## src/rtl/counter_run_ctrl_if.sv

```systemverilog
// Control strobes and status of the counter run controller.
// master drives the strobes and Limit; slave owns the count and status.
interface counter_run_ctrl_if #(
  parameter int WIDTH = 4
);
  logic             Start;
  logic             Stop;
  logic             Clear;
  logic             Mode;
  logic [WIDTH-1:0] Limit;
  logic [WIDTH-1:0] Q;
  logic             CntEn;
  logic             Busy;
  logic             Done;
  logic [1:0]       State;

  modport master (
    output Start, Stop, Clear, Mode, Limit,
    input  Q, CntEn, Busy, Done, State
  );

  modport slave (
    input  Start, Stop, Clear, Mode, Limit,
    output Q, CntEn, Busy, Done, State
  );
endinterface

```

## src/rtl/counter_run_ctrl.sv

```systemverilog
// Run controller for an enabled up-counter: start/pause/resume/clear, prescaled steps.
// Q advances DIV cycles after each step boundary; Done pulses the cycle after terminal count.
module counter_run_ctrl #(
  parameter int WIDTH = 4,
  parameter int DIV   = 4
) (
  input  logic               Clk,
  input  logic               RSTB,
  counter_run_ctrl_if.slave  bus
);

  typedef enum logic [1:0] {
    IDLE  = 2'b00,
    RUN   = 2'b01,
    PAUSE = 2'b10,
    DONE  = 2'b11
  } state_t;

  localparam logic [7:0] PRE_LAST = 8'(DIV - 1);

  state_t           state;
  logic [WIDTH-1:0] q;
  logic [WIDTH-1:0] lim;
  logic [7:0]       pre;
  logic             done;

  logic             step;
  logic [WIDTH:0]   q_inc;
  logic             at_term;

  assign step    = (state == RUN) && (pre == PRE_LAST) && !bus.Stop && !bus.Clear;
  assign q_inc   = {1'b0, q} + {{WIDTH{1'b0}}, 1'b1};
  // Compared one bit wider so a limit of all-ones never wraps Q through zero.
  assign at_term = (q_inc == {1'b0, lim});

  always_ff @(posedge Clk) begin
    if (!RSTB) begin
      state <= IDLE;
      q     <= '0;
      lim   <= '0;
      pre   <= '0;
      done  <= 1'b0;
    end else begin
      done <= 1'b0;
      if (bus.Clear) begin
        state <= IDLE;
        q     <= '0;
        pre   <= '0;
      end else begin
        case (state)
          IDLE, DONE: begin
            if (bus.Start) begin
              lim <= bus.Limit;
              q   <= '0;
              pre <= '0;
              if (bus.Limit == '0) begin
                state <= DONE;
                done  <= 1'b1;
              end else begin
                state <= RUN;
              end
            end
          end
          RUN: begin
            if (bus.Stop) begin
              state <= PAUSE;
            end else if (step) begin
              pre <= '0;
              if (at_term) begin
                done <= 1'b1;
                if (bus.Mode) begin
                  q <= '0;
                end else begin
                  q     <= lim;
                  state <= DONE;
                end
              end else begin
                q <= q_inc[WIDTH-1:0];
              end
            end else begin
              pre <= pre + 8'd1;
            end
          end
          PAUSE: begin
            // Prescaler is left untouched so the partial step resumes where it stopped.
            if (!bus.Stop && bus.Start) begin
              state <= RUN;
            end
          end
          default: state <= IDLE;
        endcase
      end
    end
  end

  assign bus.Q     = q;
  assign bus.CntEn = step;
  assign bus.Busy  = (state == RUN) || (state == PAUSE);
  assign bus.Done  = done;
  assign bus.State = state;

endmodule

```

## src/flat_wrapper.sv

```systemverilog
// flat-port wrapper written by rule: the top's interface ports become plain ports
module counter_run_ctrl_flat 
#(
  parameter int WIDTH = 4,
  parameter int DIV   = 4
)
  (Clk, RSTB, bus_Start, bus_Stop, bus_Clear, bus_Mode, bus_Limit, bus_Q, bus_CntEn, bus_Busy, bus_Done, bus_State);
  counter_run_ctrl_if #(.WIDTH(WIDTH)) bus_i ();
  input  logic Clk;
  input  logic RSTB;
  input wire logic [$bits(bus_i.Start)-1:0] bus_Start;
  input wire logic [$bits(bus_i.Stop)-1:0] bus_Stop;
  input wire logic [$bits(bus_i.Clear)-1:0] bus_Clear;
  input wire logic [$bits(bus_i.Mode)-1:0] bus_Mode;
  input wire logic [$bits(bus_i.Limit)-1:0] bus_Limit;
  output wire logic [$bits(bus_i.Q)-1:0] bus_Q;
  output wire logic [$bits(bus_i.CntEn)-1:0] bus_CntEn;
  output wire logic [$bits(bus_i.Busy)-1:0] bus_Busy;
  output wire logic [$bits(bus_i.Done)-1:0] bus_Done;
  output wire logic [$bits(bus_i.State)-1:0] bus_State;
  assign bus_i.Start = bus_Start;
  assign bus_i.Stop = bus_Stop;
  assign bus_i.Clear = bus_Clear;
  assign bus_i.Mode = bus_Mode;
  assign bus_i.Limit = bus_Limit;
  assign bus_Q = bus_i.Q;
  assign bus_CntEn = bus_i.CntEn;
  assign bus_Busy = bus_i.Busy;
  assign bus_Done = bus_i.Done;
  assign bus_State = bus_i.State;
  counter_run_ctrl #(.WIDTH(WIDTH), .DIV(DIV)) u_core (.Clk(Clk), .RSTB(RSTB), .bus(bus_i));
endmodule
```

## config.mk

```make
export PLATFORM = sky130hd
export DESIGN_NAME = counter_run_ctrl_flat
export DESIGN_NICKNAME = d
export VERILOG_FILES = /design/src/rtl/counter_run_ctrl_if.sv /design/src/rtl/counter_run_ctrl.sv /design/src/flat_wrapper.sv
export SDC_FILE = /design/constraint.sdc
export NUM_CORES = 1
export LEC_CHECK = 0
export CAP_MARGIN = 10
export CORE_ASPECT_RATIO = 0.8
export CORE_MARGIN = 8
export CORE_UTILIZATION = 41
export DETAILED_ROUTE_END_ITERATION = 6
export MAX_ROUTING_LAYER = met4
export PLACE_DENSITY = 0.76
export SLEW_MARGIN = 20
export SYNTH_ARGS = -nofsm -noshare
export SYNTH_HDL_FRONTEND = slang
export SYNTH_SLANG_ARGS = --single-unit
```

## constraint.sdc

```tcl
create_clock -name Clk -period 2.2 [get_ports Clk]
set_input_delay 0.66 -clock Clk [delete_from_list [all_inputs] [get_ports Clk]]
set_output_delay 0.66 -clock Clk [all_outputs]
set_load 0.02 [all_outputs]
```

==> out/results.ini, run 1 <==
[clock_network]
tritoncts = done
cts_hold_buf = 0
path_clk_slew_ps = 100
clock_latency_ps = 300
numCtsBuffers = 3
cts_buffer_depth = 2
clockRootBuffer = clkbuf_4
htreeDepth = 1
clock_sinks = 19

[yosys]
synth_fp_nets = 146
synthCells = 132
async_flop_share_pct = 0
yosysSeqAreaShare_pct = 33.97
ys.warnings.count = 0
synth_ff_type = dfxtp_1
synth_area_um2 = 1120
synth-edff-count = 0
syn_area_per_cell_um2 = 8.484
ys_ff_latch = 19
synth_cell_type_count = 39

[global_route]
grtUsageTotal_pct = 12.72
grt_pass1_vias = 1070
grt_max_degree = 12
grt_pass1_wl_um = 4747
antenna_found_initial = 0
overflow = 0

[sta]
hold_violations = 0
fmax_ghz = 0.4671
relSlewSlack_pct = 66.43
setup_slack_ps = 59.11
finalMaxSlewViolations = 0
fin_tns_setup_ps = 0
skew_ps = 2.554
finalCriticalPeriod_ps = 2141
finalCritPeriodShare_pct = 97.31
setup_viol_count_final = 0
tightest_slew_ps = 498.9

[finish]
fin_nets = 192
drive_above_1_share_pct = 25.42
fin_util_pct = 58.78
antenna_cells = 0
stdcell_count = 215
area_growth_pct = 40.67
final_cell_mix = 26 x buf_4, 17 x dfxtp_1, 15 x nor2_1, 15 x clkdlybuf4s50_1, 9 x nor2b_1
fillCellCount = 245
layout_commonest_cell = buf_4

[place]
post-place-cells = 210
port-buffer-count = 18
gp_congestion = 0.8185
place_hpwl_um = 2356
preCtsSetupSlack_ps = -728.8

[floorplanning]
initial_utilization_pct = 41.78
rows = 17
dieArea_um2 = 4670
core_um2 = 2680
boundaryPins = 19
die_h_um = 62.75
die_w_um = 74.43

[worst_setup_path]
cp.arrival_ps = 1480
critPathLaunchType = input pin
worst-setup-path-type = input pin to primary output
timing.rr.start = u_core.bus.State[0]
cp_data_required_time_ps = 1540
crit_chain = clkdlybuf4s50_1 -> nand2b_4 -> nor2_4 -> buf_6
endpoint_kind = primary output
critPathMaxStageDelay_ps = 440
worst-path-max-fanout = 2
crit_start = bus_Stop
slowest_stage = clkdlybuf4s50_1

[power_and_ir_drop]
intPower_mw = 0.4993
p_comb_share_pct = 23.1
power.density_nw_per_um2 = 441.4
share_clk_of_total_power_pct = 25.2
swShare_pct = 28.19
seq_power_share_pct = 51.7
ir_worst_vdd_uv = 310.3
p_sw_mw = 0.1960
power.leakage_nw = 0.6400

[hold_path]
hold_class = flip-flop to flip-flop
hold_start = u_core.bus.State[0]

[route]
vias_per_cell = 5.098
wl_per_cell_um = 13.34
dr.pass1.iters = 4
drt_iter0_drc = 58
ant_nets = 0
routed_wl_um = 2869
vias = 1096
post-route-drc-count = 0

[run]
drv_cap = 0

[run_status]
status = finished, final reports clean

-- kinds of logic after synthesis --
kind of cell / Yosys count / share of synthesized area [%]
AND/OR/NAND/NOR: 58 / 29.61
AO/OA/AOI/OAI: 25 / 15.64
flip-flops: 19 / 33.97
buffers and inverters: 11 / 3.799
XOR/XNOR: 8 / 6.257
multiplexers: 7 / 6.257
adder cells (fa/ha/maj): 4 / 4.469
-- metal layers --
layer	track usage, %	vias up	wire (um)
li1	-	553	-
met1	13.88	513	1240
met2	21.85	26	1454
met3	3.846	4	153
met4	2.683	0	21
met5	-	-	0
-- layout make-up --
| class | instances | area [um^2] | share of cell area [%] |
|---|---|---|---|
| repair buffers | 44 | 370.4 | 23.51 |
| multi-input cells | 102 | 716.9 | 45.51 |
| clock buffers | 3 | 22.52 | 1.430 |
| well taps | 38 | 47.55 | 3.018 |
| inverters | 8 | 30.03 | 1.906 |
| clock inverters | 1 | 5.005 | 0.3177 |
| flip-flops and latches | 19 | 382.9 | 24.31 |
-- Yosys cell counts, drive strengths merged (3+ instances only) --
library cell | count | area share, %
nor2 | 16 | 5.4
nand2b | 5 | 2.8
mux2i | 7 | 6.3
nand2 | 8 | 2.9
dfxtp | 19 | 34
nor3 | 3 | 1.3
xnor2 | 5 | 3.9
ha | 4 | 4.5
xor2 | 3 | 2.3
a21oi | 5 | 2.2
nand3 | 6 | 2.7
inv | 8 | 2.7
nor2b | 9 | 5.0
o21ai | 6 | 3.4
nor4 | 3 | 4.4
-- worst max-delay path: cells and delay by family --
family,cells,cell delay (ps)
AND/OR/NAND/NOR,2,260
buffers and inverters,2,560
-- timing repair --
action	in CTS	in global routing
setup buffers	0	1
gates resized for setup	11	5
endpoints found under the setup margin	5	1
hold endpoints to repair	0	0
pin swaps	1	2
-- power by group through the flow --
stage                     sequential [mW]  combinational (mW)  clock, mW
final                               0.359               0.160      0.176
after global routing                0.360               0.175      0.192
after CTS                           0.359               0.158      0.181
after detailed placement            0.367               0.159          0
after global placement              0.367               0.153          0
after floorplan                     0.369              0.0798          0
-- path summary, 6_finish.rpt --
check / to / slack (ps) / cells after the start
setup / recovery: bus_CntEn / 60 / 4
hold / removal: u_core.bus.State[0] / 550 / 1
setup reg to reg: u_core.pre[6] / 180 / 8
hold reg to reg: u_core.bus.State[0] / 550 / 1
-- registers in the layout, indices dropped and copies added (netlist names) --
signal / count
u_core.pre: 8
u_core.bus.Q: 4
u_core.lim: 4
u_core.bus.Done: 1
u_core.bus.State: 2
-- per-stage QoR --
step | hold slack (ps) | area [um^2] | power (mW)
finish | 547.9 | 1575 | 0.6953
CTS | 544.5 | 1555 | 0.6980
global route | 601.6 | 1575 | 0.7279
detailed placement | 528.4 | 1523 | 0.5265
global placement | 523.8 | 1523 | 0.5199
floorplan | 485.2 | 1120 | 0.4488
No activity file was read; power rests on OpenSTA's default activity.
==> run 2: changes to the inputs <==
--- a/config.mk
+++ b/config.mk
@@ -9,6 +9,7 @@
 export CORE_ASPECT_RATIO = 0.8
 export CORE_MARGIN = 8
 export CORE_UTILIZATION = 41
+export CTS_CLUSTER_DIAMETER = 60
 export DETAILED_ROUTE_END_ITERATION = 6
 export MAX_ROUTING_LAYER = met4
 export PLACE_DENSITY = 0.76
==> results of run 2 <==
Final layout, timing and power as in run 1 (identical DEF).
==> run 3: changes to the inputs <==
--- a/config.mk
+++ b/config.mk
@@ -7,7 +7,7 @@
 export LEC_CHECK = 0
 export CAP_MARGIN = 10
 export CORE_ASPECT_RATIO = 0.8
-export CORE_MARGIN = 8
+export CORE_MARGIN = 2
 export CORE_UTILIZATION = 41
 export CTS_CLUSTER_DIAMETER = 60
 export DETAILED_ROUTE_END_ITERATION = 6
==> run 3 against run 2 <==
Net effect: wire length down 1.9%; sequential power about the same; cell count unchanged; clock power about the same; count of clock-buffer cells in the layout unchanged; critical endpoint unchanged.
==> out/results.ini, run 3 (synthesis gave the netlist of run 1 again) <==
[power_and_ir_drop]
p_total_mw = 0.6959
power.leakage_nw = 0.6522
power.density_nw_per_um2 = 428.8
ir_worst_vdd_uv = 253.0

[sta]
rsz0062_at_grt = yes
skew_ps = 1.417
relSlewSlack_pct = 73.08
finalCritPeriodShare_pct = 97.15
tightest_slew_ps = 403.7
setup_viol_count_final = 0
finalCriticalPeriod_ps = 2137
fmax_ghz = 0.4679
hold_violations = 0
fin_tns_setup_ps = 0
finalMaxSlewViolations = 0

[place]
post-place-cells = 208
port-buffer-count = 18
place_hpwl_um = 2263
gp_congestion = 0.9288

[finish]
area_growth_pct = 44.92
fin_nets = 194
antenna_cells = 0
largest_reg_flops = 8
drive_above_1_share_pct = 29.61
final_cell_mix = 28 x buf_4, 17 x dfxtp_1, 15 x nor2_1, 15 x clkdlybuf4s50_1, 9 x nor2b_1
layout_commonest_cell = buf_4
top_register = u_core.pre
stdcell_count = 215
fin_util_pct = 64.34

[clock_network]
numCtsBuffers = 3
cts_hold_buf = 0
cts_buffer_depth = 2
clock_latency_ps = 290
htreeDepth = 1
tritoncts = done
path_clk_slew_ps = 110
clock_sinks = 19
clockRootBuffer = clkbuf_4

[route]
vias = 1099
dr.pass1.iters = 4
post-route-drc-count = 0
wl_per_cell_um = 13.09
ant_nets = 0
drt_iter0_drc = 28
routed_wl_um = 2815
vias_per_cell = 5.112

[worst_setup_path]
critPathMaxStageDelay_ps = 430
cp.arrival_ps = 1480
critPathLaunchType = input pin
cp_data_required_time_ps = 1540
crit_chain = clkdlybuf4s50_1 -> nand2b_4 -> nor2_4 -> buf_6
slowest_stage = clkdlybuf4s50_1
worst-setup-path-type = input pin to primary output
worst-path-max-fanout = 2
endpoint_kind = primary output

[floorplanning]
boundaryPins = 19
rows = 16
initial_utilization_pct = 44.39
die_w_um = 62.43
dieArea_um2 = 3168
die_h_um = 50.75
core_um2 = 2522

[global_route]
overflow = 0
antenna_found_initial = 0
grt_pass1_wl_um = 4809
grt_pass1_vias = 1065
grt_max_degree = 12
grtUsageTotal_pct = 19.63

[run_status]
status = finished, final reports clean

[hold_path]
hold_class = flip-flop to flip-flop

[run]
drv_cap = 0

-- run 3: path summary, 6_finish.rpt --
path	start	endpoint	slack (ps)	cells after the start
max reg2reg	u_core.pre[0]	u_core.bus.Q[0]	160	9
min	u_core.bus.Q[1]	u_core.bus.Q[1]	550	2
max	bus_Stop	bus_CntEn	60	4
min reg2reg	u_core.bus.Q[1]	u_core.bus.Q[1]	550	2
-- run 3: per-layer routing --
layer / wire [um] / track usage, % / vias up
li1: - / - / 556
met1: 1316 / 24.31 / 514
met2: 1360 / 33.33 / 27
met3: 115 / 4.036 / 2
met4: 23 / 4.444 / 0
met5: 0 / - / -
-- run 3: timing repair --
item / in CTS / in global routing
setup endpoints to repair: 5 / 3
buffers inserted: 0 / 3
pin swaps: 1 / 4
resized for setup: 13 / 10
-- run 3: through the flow --
| stage | setup slack [ps] | hold slack, ps | instance area, um^2 |
|---|---|---|---|
| finish | 62.81 | 552.6 | 1623 |
| global route | -14.86 | 591.6 | 1623 |
| CTS | 3.180 | 554.3 | 1563 |
| detailed placement | -727.6 | 538.2 | 1520 |
| global placement | -693.6 | 523.6 | 1520 |
| floorplan | 196.0 | 485.2 | 1120 |
-- run 3: critical path, delay by kind of cell --
kind | cells | cell delay (ps)
simple gates | 2 | 260
buf+inv | 2 | 550
-- run 3: final cells by class --
class	count	area (um^2)
clock inverter	1	5.005
inverter	8	30.03
fill	222	899.6
sequential	19	382.9
tap	36	45.04
timing repair buffer	46	385.4
clock buffer	3	22.52
multi-input combinational	102	752.0
-- run 3: where the power goes --
| group | switching (mW) | leakage [nW] | total (mW) | internal (mW) |
|---|---|---|---|---|
| registers | 0.00779 | 0.155 | 0.359 | 0.351 |
| logic | 0.0797 | 0.480 | 0.160 | 0.0807 |
| clock network | 0.109 | 0.0177 | 0.176 | 0.0677 |
| total | 0.196 | 0.652 | 0.696 | 0.500 |
